$ cat src/rtl/obuf_drain_pkg.sv
// Shared types and default widths for the output-buffer drain engine.
// Address width default matches the output-buffer memory-side configuration.
package obuf_drain_pkg;

    localparam int DEF_MEM_DATA_WIDTH = 64;
    localparam int DEF_MEM_ADDR_WIDTH = 11;
    localparam int DEF_LEN_W          = 16;
    localparam int DEF_FIFO_DEPTH     = 4;

    typedef enum logic [1:0] {
        ST_IDLE  = 2'd0,
        ST_ISSUE = 2'd1,
        ST_FLUSH = 2'd2,
        ST_DONE  = 2'd3
    } drain_state_t;

    // Width needed to hold an occupancy value in the range 0..depth.
    function automatic int occ_width(input int depth);
        return $clog2(depth + 1);
    endfunction

endpackage

$ cat src/rtl/obuf_drain_fifo.sv
// Small synchronous skid FIFO: register-array storage, head word presented
// from registers, occupancy count exported for credit tracking.
module obuf_drain_fifo
    import obuf_drain_pkg::*;
#(
    parameter int WIDTH = DEF_MEM_DATA_WIDTH,
    parameter int DEPTH = DEF_FIFO_DEPTH
) (
    input  logic                        clk,
    input  logic                        reset_n,
    input  logic                        i_push,
    input  logic [WIDTH-1:0]            i_push_data,
    input  logic                        i_pop,
    output logic [WIDTH-1:0]            o_data,
    output logic                        o_valid,
    output logic [occ_width(DEPTH)-1:0] o_count
);

    localparam int PTR_W = $clog2(DEPTH);
    localparam int CNT_W = occ_width(DEPTH);

    logic [WIDTH-1:0] r_mem [DEPTH];
    logic [PTR_W-1:0] r_wr_ptr;
    logic [PTR_W-1:0] r_rd_ptr;
    logic [CNT_W-1:0] r_count;
    logic             w_pop;

    assign w_pop = i_pop && (r_count != '0);

    // Entries are reset so the stream data output reads zero out of reset.
    for (genvar gi = 0; gi < DEPTH; gi++) begin : g_entry
        always_ff @(posedge clk or negedge reset_n) begin
            if (!reset_n) begin
                r_mem[gi] <= '0;
            end else if (i_push && (r_wr_ptr == PTR_W'(gi))) begin
                r_mem[gi] <= i_push_data;
            end
        end
    end

    always_ff @(posedge clk or negedge reset_n) begin
        if (!reset_n) begin
            r_wr_ptr <= '0;
            r_rd_ptr <= '0;
            r_count  <= '0;
        end else begin
            if (i_push) begin
                r_wr_ptr <= r_wr_ptr + PTR_W'(1);
            end
            if (w_pop) begin
                r_rd_ptr <= r_rd_ptr + PTR_W'(1);
            end
            case ({i_push, w_pop})
                2'b10:   r_count <= r_count + CNT_W'(1);
                2'b01:   r_count <= r_count - CNT_W'(1);
                default: r_count <= r_count;
            endcase
        end
    end

    assign o_data  = r_mem[r_rd_ptr];
    assign o_valid = (r_count != '0);
    assign o_count = r_count;

endmodule

$ cat src/rtl/obuf_drain.sv
// Drain engine: streams a run of output-buffer words into a ready/valid stream,
// issuing a read only when the returned word is guaranteed a FIFO slot.
module obuf_drain
    import obuf_drain_pkg::*;
#(
    parameter int MEM_DATA_WIDTH = DEF_MEM_DATA_WIDTH,
    parameter int MEM_ADDR_WIDTH = DEF_MEM_ADDR_WIDTH,
    parameter int LEN_W          = DEF_LEN_W,
    parameter int FIFO_DEPTH     = DEF_FIFO_DEPTH
) (
    input  logic                      clk,
    input  logic                      reset_n,
    input  logic                      start,
    input  logic [MEM_ADDR_WIDTH-1:0] base_addr,
    input  logic [LEN_W-1:0]          num_words,
    output logic                      busy,
    output logic                      done,
    output logic                      obuf_read_req,
    output logic [MEM_ADDR_WIDTH-1:0] obuf_read_addr,
    input  logic [MEM_DATA_WIDTH-1:0] obuf_read_data,
    output logic [MEM_DATA_WIDTH-1:0] m_data,
    output logic                      m_valid,
    input  logic                      m_ready,
    output logic                      m_last
);

    localparam int OCC_W = occ_width(FIFO_DEPTH);
    localparam logic [OCC_W:0] CREDITS = (OCC_W + 1)'(FIFO_DEPTH);

    drain_state_t              r_state;
    drain_state_t              w_state_next;
    logic [MEM_ADDR_WIDTH-1:0] r_addr;
    logic [LEN_W-1:0]          r_remaining;
    logic [LEN_W-1:0]          r_last_idx;
    logic [LEN_W-1:0]          r_pop_cnt;
    logic                      r_inflight;

    logic [OCC_W-1:0]          w_occ;
    logic [OCC_W:0]            w_committed;
    logic                      w_issue;
    logic                      w_pop;
    logic                      w_fifo_valid;
    logic                      w_last;

    // Words already buffered plus the one still coming back from memory.
    assign w_committed = {1'b0, w_occ} + (OCC_W + 1)'(r_inflight);
    assign w_issue     = (r_state == ST_ISSUE) && (r_remaining != '0) && (w_committed < CREDITS);
    assign w_pop       = w_fifo_valid && m_ready;
    assign w_last      = w_fifo_valid && (r_pop_cnt == r_last_idx);

    always_ff @(posedge clk or negedge reset_n) begin
        if (!reset_n) begin
            r_state <= ST_IDLE;
        end else begin
            r_state <= w_state_next;
        end
    end

    always_comb begin
        w_state_next = r_state;
        case (r_state)
            ST_IDLE: begin
                if (start) begin
                    w_state_next = (num_words == '0) ? ST_DONE : ST_ISSUE;
                end
            end
            ST_ISSUE: begin
                if (w_issue && (r_remaining == LEN_W'(1))) begin
                    w_state_next = ST_FLUSH;
                end
            end
            ST_FLUSH: begin
                if (w_pop && w_last) begin
                    w_state_next = ST_DONE;
                end
            end
            ST_DONE: begin
                w_state_next = ST_IDLE;
            end
            default: begin
                w_state_next = ST_IDLE;
            end
        endcase
    end

    always_ff @(posedge clk or negedge reset_n) begin
        if (!reset_n) begin
            r_addr      <= '0;
            r_remaining <= '0;
            r_last_idx  <= '0;
            r_pop_cnt   <= '0;
            r_inflight  <= 1'b0;
        end else begin
            r_inflight <= w_issue;
            if ((r_state == ST_IDLE) && start) begin
                r_addr      <= base_addr;
                r_remaining <= num_words;
                r_last_idx  <= num_words - LEN_W'(1);
                r_pop_cnt   <= '0;
            end else begin
                if (w_issue) begin
                    r_addr      <= r_addr + MEM_ADDR_WIDTH'(1);
                    r_remaining <= r_remaining - LEN_W'(1);
                end
                if (w_pop) begin
                    r_pop_cnt <= r_pop_cnt + LEN_W'(1);
                end
            end
        end
    end

    obuf_drain_fifo #(
        .WIDTH (MEM_DATA_WIDTH),
        .DEPTH (FIFO_DEPTH)
    ) u_fifo (
        .clk         (clk),
        .reset_n     (reset_n),
        .i_push      (r_inflight),
        .i_push_data (obuf_read_data),
        .i_pop       (w_pop),
        .o_data      (m_data),
        .o_valid     (w_fifo_valid),
        .o_count     (w_occ)
    );

    assign busy           = (r_state == ST_ISSUE) || (r_state == ST_FLUSH);
    assign done           = (r_state == ST_DONE);
    assign obuf_read_req  = w_issue;
    assign obuf_read_addr = r_addr;
    assign m_valid        = w_fifo_valid;
    assign m_last         = w_last;

endmodule

$ cat config.mk
export PLATFORM = sky130hd
export DESIGN_NAME = obuf_drain
export DESIGN_NICKNAME = d
export VERILOG_FILES = /design/src/rtl/obuf_drain_pkg.sv /design/src/rtl/obuf_drain_fifo.sv /design/src/rtl/obuf_drain.sv
export SDC_FILE = /design/constraint.sdc
export NUM_CORES = 1
export LEC_CHECK = 0
export BUFFER_PORTS_ARGS = -buffer_cell sky130_fd_sc_hd__buf_2
export CAP_MARGIN = 25
export CORE_ASPECT_RATIO = 2
export CORE_UTILIZATION = 58
export CTS_CLUSTER_SIZE = 25
export DETAILED_ROUTE_END_ITERATION = 7
export PLACE_DENSITY = 0.88
export SLEW_MARGIN = 20
export SYNTH_ARGS = -nofsm -noshare
export SYNTH_HDL_FRONTEND = slang
export SYNTH_SLANG_ARGS = --single-unit
$ cat constraint.sdc
create_clock -name clk -period 2.65 [get_ports clk]
set_clock_uncertainty 0.2 [all_clocks]
set_input_delay 0.265 -clock clk [delete_from_list [all_inputs] [get_ports clk]]
set_output_delay 0.265 -clock clk [all_outputs]
set_load 0.02 [all_outputs]
==> flow_summary.json <==
{
  "run_status": "finished clean",
  "num-nets-final": 1421,
  "buffer_ports.inserted": 174,
  "clock_path_buffers": 3,
  "cellLeakagePower_nw": 7.74,
  "initial_core_util": 0.589,
  "synth_top_flop_cell": "dfrtp_1",
  "detail_route.vias_per_cell": 5.90,
  "antenna_left": 0,
  "synth_compound_area_frac": 0.0239,
  "post_synth_inst_count": 1035,
  "tns_ps": 0,
  "drt_pre_antenna_iters": 6,
  "fill_cell_instance_count_of_the_final_layout": 1571,
  "placeable_core_region_um2": 25000,
  "drt-wirelength-per-cell_um": 21.4,
  "placementRows": 82,
  "cp.arrival_ps": 2120,
  "post_route_cells_drive_above_1_share": 0.433,
  "synth_async_sr_flop_share": 1.00,
  "die-width_um": 115,
  "syn2layout_area_growth_pct": 22.1,
  "synth_edf_count": 0,
  "wirelength_mm": 35.7,
  "cts-htree-levels": 1,
  "crit_path_top_delay_cell": "dfrtp_1",
  "dpl.hpwl_mm": 20.8,
  "share_of_the_cycle_needed_by_the_critical_path_after_routing": 0.976,
  "synthMuxAreaShare": 0.294,
  "whs_ps": 43.2,
  "drcViolationCount": 0,
  "numCtsBuffers": 29,
  "grt_max_degree": 80,
  "die_ar_um2": 26100,
  "ys_ff_latch": 325,
  "finalPower_w": 0.0233,
  "fmax_mhz": 387,
  "antenna_found_initial": 2,
  "post_synth.cell_area_avg_um2": 14.3,
  "grt_pass1_vias": 11100,
  "die_extent_in_y_um": 228,
  "netlist_area_um2": 14800,
  "drt-initial-drc-count": 484,
  "detailroute.via_count": 9817,
  "wire_length_of_the_first_global_routing_pass_mm": 56.5,
  "worst-path-max-fanout": 21,
  "irDropWorstVdd_uv": 861,
  "globalRoute.totalOverflow": 0,
  "synth_cell_type_count": 42,
  "clock_tree.root_cell": "clkbuf_16",
  "num_io_pins": 175,
  "sequential_fraction_of_the_synthesis_area": 0.551,
  "post_synth_xor_area_fraction": 0.0398,
  "unrepaired_setup_endpoints_after_global_routing": "no",
  "largest_family_of_logic_cells_by_synthesized_area": "multiplexers",
  "syn_nets": 1148,
  "worstPathCellList": "nor4_2 > nand3_2 > o21ai_4 > inv_4 > buf_2",
  "synth.yosys.warnings": 0,
  "critPathLaunchType": "flop",
  "setup_viol": 0,
  "simple_gate_portion_of_the_synthesized_area": 0.0566,
  "cts_tree": "yes",
  "max-slew-margin-rel": 0.613,
  "gp_congestion": 0.811,
  "drv_cap": 0,
  "maxSlewViolCount": 0,
  "power-per-cell-area_nw_per_um2": 1290,
  "synth-adder-area-share": 0.0158,
  "hold_violations": 0,
  "path_clk_slew_ps": 60,
  "delay_contributed_by_the_slowest_stage_of_the_critical_path_ps": 410,
  "worstPathRequired_ps": 2180,
  "worstSetupEndpointType": "output pin",
  "final.min_clock_period_ps": 2590,
  "tritoncts_num_sinks": 325,
  "tightest_slew_ps": 581,
  "hp-class": "input port to asynchronous set/reset pin",
  "crit_type": "flop to output pin",
  "insertion_delay_to_the_later_sink_of_the_worst_skew_pair_ps": 540,
  "global_route_usage_over_all_layers": 0.284
}
-- per-layer routing --
| layer | part of all wire | up-vias | GRT usage |
|---|---|---|---|
| met4 | 0.044 | 0 | 0.145 |
| met3 | 0.039 | 95 | 0.0351 |
| met2 | 0.56 | 341 | 0.543 |
| met1 | 0.36 | 5074 | 0.299 |
| met5 | 0 | - | 0 |
| li1 | - | 4307 | - |
-- Yosys cell counts (2+ instances only) --
master	number	area [µm²]
xnor2_1	34	298
buf_2	6	30.0
dfrtp_1	325	8130
o21ai_0	33	165
a31oi_1	9	56.3
nand3b_1	2	15.0
xor2_1	33	289
nand4b_1	4	35.0
mux4_2	64	1440
buf_1	6	22.5
o21ai_1	6	30.0
and3_1	2	12.5
nor3_1	14	70.1
mux2_2	256	2880
or3_1	6	37.5
nand4_1	15	93.8
inv_2	2	7.51
nand2b_1	5	31.3
nor2_1	42	158
o41ai_1	2	17.5
nand2_1	57	214
nand3_1	15	75.1
ha_1	17	213
clkbuf_1	37	139
inv_1	15	56.3
nor4_1	6	37.5
a21oi_1	7	35.0
-- metrics by stage --
stage                     utilization  setup slack [ps]  cells  cell area [µm²]
after floorplan                     -               392   1035            14800
after global placement          0.646               389   1519            16200
after detailed placement        0.646               292   1519            16200
after CTS                       0.719              12.4   1663            18000
after global routing            0.720              7.33   1665            18000
final                           0.720              62.9   1665            18000
-- layout by cell type (no fill, tap or decap), types with 2 or more instances in the layout --
master / count
nor3_1: 12
clkinv_2: 3
dfrtp_1: 323
a21oi_1: 7
xnor2_1: 34
inv_1: 15
buf_2: 173
clkbuf_1: 10
clkinvlp_4: 2
diode_2: 2
and3_1: 2
o21ai_0: 33
o21ai_1: 6
nor4_1: 6
or3_1: 6
nor3_2: 2
nor2_1: 42
nand4b_1: 4
a31oi_1: 9
ha_1: 17
nand4_1: 15
mux4_2: 64
nand3_1: 15
clkbuf_8: 4
mux2_2: 256
nand2_2: 4
buf_4: 15
dlygate4sd3_1: 93
nand2_1: 53
buf_12: 10
clkbuf_16: 29
nand2b_1: 5
xor2_1: 33
o41ai_1: 2
nand3b_1: 2
-- path summary, 6_finish.rpt --
check                                           endpoint  slack (ps)  cells past startpoint                          start
max                                        obuf_read_req          60                      5    r_remaining[10]$_DFFE_PN0P_
min in group clk                  r_state[0]$_DFFE_PN0P_          70                      3                          start
max in group asynchronous  u_fifo.r_mem[176]$_DFFE_PN0P_        1330                      3                        reset_n
max reg2reg                       r_state[1]$_DFFE_PN0P_         230                      7    r_remaining[10]$_DFFE_PN0P_
min                        u_fifo.r_mem[251]$_DFFE_PN0P_          40                      2                        reset_n
min reg2reg                u_fifo.r_mem[105]$_DFFE_PN0P_         300                      1  u_fifo.r_mem[105]$_DFFE_PN0P_
-- kinds of logic after synthesis --
family                     count (synthesis)
adders and majority gates                 18
and+or+nand+nor                          174
xor gates and xnor gates                  67
AOI/OAI and AO/OA                         62
muxes                                    321
buffers and inverters                     68
DFF                                      325
-- power breakdown --
group	switching, W	total [W]	internal (W)
Sequential	0.00161	0.00904	0.00743
Clock	0.00181	0.00404	0.00223
Combinational	0.00510	0.0102	0.00510
Total	0.00851	0.0233	0.0148
-- registers in the layout, indices dropped and copies added (netlist names) --
| register | flops |
|---|---|
| r_inflight | 1 |
| r_last_idx | 16 |
| r_pop_cnt | 16 |
| u_fifo.r_mem | 256 |
| u_fifo.r_rd_ptr | 2 |
| obuf_read_addr | 11 |
| u_fifo.o_count | 3 |
| u_fifo.r_wr_ptr | 2 |
| r_state | 2 |
| r_remaining | 16 |
-- cell type report --
class	count	area [µm²]	share of cell area
timing repair buffer	293	2140	0.119
antenna	2	5.00	0.000278
clock inverter	7	76.3	0.00423
clock buffer	43	818	0.0454
inverter	17	66.3	0.00368
tap	336	420	0.0233
sequential	325	8140	0.452
multi-input combinational	642	6360	0.353
-- what timing repair did --
action | in CTS | in global routing
hold buffers | 93 | 0
gates resized for setup | 2 | 3
pin swaps | 1 | 0
cloned | 0 | 0
hold endpoints to repair | 457 | 0
endpoints found under the setup margin | 10 | 2
setup buffers | 1 | 0
-- critical path, delay by kind of cell, from the launching register on --
kind,cells,cell delay (ps)
buffers and inverters,2,330
flip-flops,1,410
AND/OR/NAND/NOR,2,590
AO/OA/AOI/OAI,1,230
(Power assumes the default switching activity.)
